--- config.mk ---
export PLATFORM = sky130hd
export DESIGN_NAME = intersection_phase_scheduler
export DESIGN_NICKNAME = d
export VERILOG_FILES = /design/src/rtl/intersection_phase_scheduler.sv
export SDC_FILE = /design/constraint.sdc
export NUM_CORES = 1
export LEC_CHECK = 0
export BUFFER_PORTS_ARGS = -buffer_cell sky130_fd_sc_hd__buf_2
export CORE_MARGIN = 2
export CORE_UTILIZATION = 30
export DETAILED_ROUTE_END_ITERATION = 10
export SLEW_MARGIN = 20
export SYNTH_ARGS = -nofsm -noshare
export SYNTH_HDL_FRONTEND = slang
export SYNTH_SLANG_ARGS = --single-unit
--- constraint.sdc ---
create_clock -name clk -period 3.1 [get_ports clk]
set_clock_uncertainty 0.1 [all_clocks]
set_input_delay 0.31 -clock clk [delete_from_list [all_inputs] [get_ports clk]]
set_output_delay 0.31 -clock clk [all_outputs]
set_load 0.03 [all_outputs]
--- src/rtl/intersection_phase_scheduler.sv ---
// Actuated NS/EW intersection scheduler with a pedestrian walk phase; lights are a Moore decode of the state register.
// Time advances only on tick strobes; outputs change on the same edge that commits a transition.
module intersection_phase_scheduler #(
  parameter int MIN_GREEN    = 4,
  parameter int MAX_GREEN    = 12,
  parameter int YELLOW_TIME  = 3,
  parameter int ALL_RED_TIME = 2,
  parameter int WALK_TIME    = 5,
  parameter int CNT_W        = 8
) (
  input  logic       clk,
  input  logic       reset,
  input  logic       tick,
  input  logic       ns_car,
  input  logic       ew_car,
  input  logic       ped_req,
  output logic [2:0] ns_light,
  output logic [2:0] ew_light,
  output logic       ped_walk,
  output logic       ped_pending,
  output logic [2:0] phase
);

  typedef enum logic [2:0] {
    NS_GREEN  = 3'd0,
    NS_YELLOW = 3'd1,
    ALL_RED_A = 3'd2,
    EW_GREEN  = 3'd3,
    EW_YELLOW = 3'd4,
    ALL_RED_B = 3'd5,
    PED_WALK  = 3'd6
  } state_t;

  localparam logic [CNT_W-1:0] MIN_LAST    = CNT_W'(MIN_GREEN - 1);
  localparam logic [CNT_W-1:0] MAX_LAST    = CNT_W'(MAX_GREEN - 1);
  localparam logic [CNT_W-1:0] YELLOW_LAST = CNT_W'(YELLOW_TIME - 1);
  localparam logic [CNT_W-1:0] ALLRED_LAST = CNT_W'(ALL_RED_TIME - 1);
  localparam logic [CNT_W-1:0] WALK_LAST   = CNT_W'(WALK_TIME - 1);

  state_t           state_q, state_d;
  logic [CNT_W-1:0] timer_q, timer_d;
  logic             next_ew_q, next_ew_d;
  logic             ped_pending_q, ped_pending_d;
  logic             conflict, own_car, green;

  always_ff @(posedge clk) begin
    if (!reset) begin
      state_q       <= ALL_RED_B;
      timer_q       <= '0;
      next_ew_q     <= 1'b0;
      ped_pending_q <= 1'b0;
    end else begin
      state_q       <= state_d;
      timer_q       <= timer_d;
      next_ew_q     <= next_ew_d;
      ped_pending_q <= ped_pending_d;
    end
  end

  always_comb begin
    state_d       = state_q;
    timer_d       = timer_q;
    next_ew_d     = next_ew_q;
    ped_pending_d = ped_pending_q | (ped_req & (state_q != PED_WALK));
    conflict      = 1'b0;
    own_car       = 1'b0;
    green         = 1'b0;
    if (tick) begin
      case (state_q)
        NS_GREEN, EW_GREEN: begin
          green    = 1'b1;
          conflict = ((state_q == NS_GREEN) ? ew_car : ns_car) | ped_pending_q;
          own_car  = (state_q == NS_GREEN) ? ns_car : ew_car;
          if (conflict && ((timer_q >= MIN_LAST && !own_car) || timer_q == MAX_LAST))
            state_d = (state_q == NS_GREEN) ? NS_YELLOW : EW_YELLOW;
        end
        NS_YELLOW: if (timer_q == YELLOW_LAST) state_d = ALL_RED_A;
        EW_YELLOW: if (timer_q == YELLOW_LAST) state_d = ALL_RED_B;
        // Remember which green the clearance was heading to so the walk can resume it.
        ALL_RED_A: if (timer_q == ALLRED_LAST) begin
          next_ew_d = 1'b1;
          state_d   = ped_pending_q ? PED_WALK : EW_GREEN;
        end
        ALL_RED_B: if (timer_q == ALLRED_LAST) begin
          next_ew_d = 1'b0;
          state_d   = ped_pending_q ? PED_WALK : NS_GREEN;
        end
        PED_WALK: if (timer_q == WALK_LAST) state_d = next_ew_q ? EW_GREEN : NS_GREEN;
        default: state_d = ALL_RED_B;
      endcase
      if (state_d != state_q)
        timer_d = '0;
      else if (!(green && timer_q == MAX_LAST))
        timer_d = timer_q + CNT_W'(1);
    end
    if (state_d == PED_WALK && state_q != PED_WALK)
      ped_pending_d = 1'b0;
  end

  always_comb begin
    ns_light = 3'b100;
    ew_light = 3'b100;
    ped_walk = 1'b0;
    case (state_q)
      NS_GREEN:  ns_light = 3'b001;
      NS_YELLOW: ns_light = 3'b010;
      EW_GREEN:  ew_light = 3'b001;
      EW_YELLOW: ew_light = 3'b010;
      PED_WALK:  ped_walk = 1'b1;
      default:   ;
    endcase
  end

  assign ped_pending = ped_pending_q;
  assign phase       = state_q;

endmodule

==> flow_summary.yaml <==
status:
  outcome: "complete, no violations"
floorplan:
  placement_rows: 23
  dieHeight_um: 68.1
  design.portCount: 17
  die_x_um: 68.1
  core_mm2: 0.00397
  dieArea_mm2: 0.00464
  initial_core_util_pct: 31.1
worst_setup_path:
  path_max_fanout: 17
  cp_slowest_stage_delay_ps: 680
  path_class: "flop to flop"
  end_kind: "flop"
  arrival_ps: 2670
  worstPathCellList: "and2b_2 -> a41o_1 -> a221oi_2 -> o22ai_2 -> o41ai_4 -> nor2_1"
  crit_slowest_cell: "dfxtp_1"
  crit_required_ps: 3100
  cp-start-kind: "flop"
clocking:
  postCtsHoldBufs: 0
  tritoncts: "done"
  clk_path_buf_depth: 2
  cts_htree_levels: 1
  post_cts_resize_count: 0
  root_buffer: "clkbuf_8"
  clk_pin_slew_ps: 60
  worst_skew_pair.late_latency_ps: 240
  cts_num_sinks: 13
  post_cts_buffers: 0
  numCtsBuffers: 3
layout:
  antennaDiodeCount: 0
  area_growth_pct: 10.6
  stdcell_area_mm2: 0.00137
  fin_nets: 169
  final_common_cell: "nor2_1"
  drive_gt1_share_pct: 27.8
  layout_common_cells: "21 x nor2_1, 16 x buf_2, 13 x dfxtp_1, 8 x inv_1, 7 x nand2_1"
detailed_routing:
  wl_per_cell_um: 14.0
  wl_um: 2900
  drtIter0Drc: 106
  drc: 0
  ant_nets: 0
  first_pass_iters: 4
  via_count: 1140
  via_per_inst: 5.48
place:
  gp_congestion: 0.901
  io_buffers: 16
  placed_area_mm2: 0.00132
  hpwl_um: 2260
synth:
  synth_cell_type_count: 65
  synth-main-ff-cell: "dfxtp_1"
  ys_seq_elements: 13
  yosys_warnings: 0
  syn_nets: 154
  synth_area_mm2: 0.00123
  avgSynthCellArea_um2: 8.57
  yosysSeqAreaShare_pct: 21.1
  synth_edf_count: 0
  synthArstFlopShare_pct: 0
  syn_inst: 144
pwr:
  power_leakage_nw: 0.523
  ir_drop_mv: 0.136
  powerDensity_mw_per_mm2: 410
global_routing:
  grt.total_usage_pct: 13.4
  antenna_found_initial: 0
  grt_overflow: 0
  grt_max_degree: 18
  grt_first_pass_wirelength_um: 4690
  grt_pass1_vias: 978
hold_path:
  hp-class: "input port to flop"
sta:
  finalSetupTns_ps: 0
  worstMarginPinSlew_ps: 572
  fin_crit_ps: 2660
  rsz0062_at_grt: "no"
  hold_violations: 0
  final-setup-viol-count: 0
  drv_slew: 0
  min_period_over_period_pct: 85.9
  maxSlewHeadroom_pct: 61.8
  fmax_mhz: 375
flow_run:
  maxCapViolations: 0
[flip-flops by register name, indices dropped and copies added, names as in the netlist]
signal,cells
ped_pending,1
timer_q,8
phase,3
next_ew_q,1
[final cells by class]
cell class	instances	area [um^2]
fillers	419	2610
inverters	8	30.0
well taps	50	62.6
repair buffers	17	87.6
clock buffers	4	45.0
multi-input cells	116	880
flip-flops and latches	13	260
[final timing paths]
path	endpoint	slack, ps	from	depth (start not counted)
min reg2reg	next_ew_q	410	next_ew_q	2
min	phase[0]	170	reset	2
max	timer_q[1]	440	phase[1]	6
max reg2reg	timer_q[1]	440	phase[1]	6
[power by group]
group	total [mW]	switching, mW	internal [mW]
clock network	0.150	0.0593	0.0906
registers	0.205	0.0275	0.177
logic	0.206	0.127	0.0788
total	0.560	0.214	0.347
[per-stage QoR]
stage	instances	utilization, %	worst slack (ps)	hold WS [ps]	power (mW)
2_1_floorplan	144	-	421	272	0.368
3_3_place_gp	204	33.2	454	404	0.415
3_5_place_dp	204	33.2	463	397	0.412
4_1_cts	208	34.4	459	173	0.563
5_1_grt	208	34.4	246	178	0.593
6_report	208	34.4	437	173	0.560
[layer usage]
layer  global-route usage, %  part of all wire, %  wire length, um  vias up
met5                       0                    0                0        -
met4                    3.75                  1.2               36        0
met3                    2.47                  4.4              129        4
met2                    21.5                   47             1380       29
met1                    18.1                   47             1360      540
li1                        -                    -                -      567
[critical path: cells and delay by family, from the launching register on]
family / cells / cell delay, ps
DFF: 1 / 680
and+or+nand+nor: 2 / 430
AOI/OAI and AO/OA: 4 / 1300
[logic make-up (layout without fill, tap and decap cells)]
group / Yosys count / in the layout / share of synthesized area, %
mux: 2 / 2 / 1.72
flops: 13 / 13 / 21.1
compound gates: 35 / 35 / 28.1
buf+inv: 15 / 29 / 7.61
fa+ha+maj: 4 / 4 / 4.06
simple gates: 69 / 69 / 33.2
xor+xnor: 6 / 6 / 4.26
[Yosys cell counts, types with 3 or more instances]
master | count | area [um^2]
ha_1 | 4 | 50.1
xnor2_1 | 4 | 35.0
a21oi_1 | 3 | 15.0
buf_6 | 3 | 33.8
nand4_1 | 5 | 31.3
nand2_1 | 7 | 26.3
nor3_1 | 3 | 15.0
dfxtp_1 | 13 | 260
a31oi_1 | 4 | 25.0
nand3_1 | 5 | 25.0
inv_1 | 8 | 30.0
nor2_1 | 21 | 78.8
No activity file was read; power rests on OpenSTA's default activity.
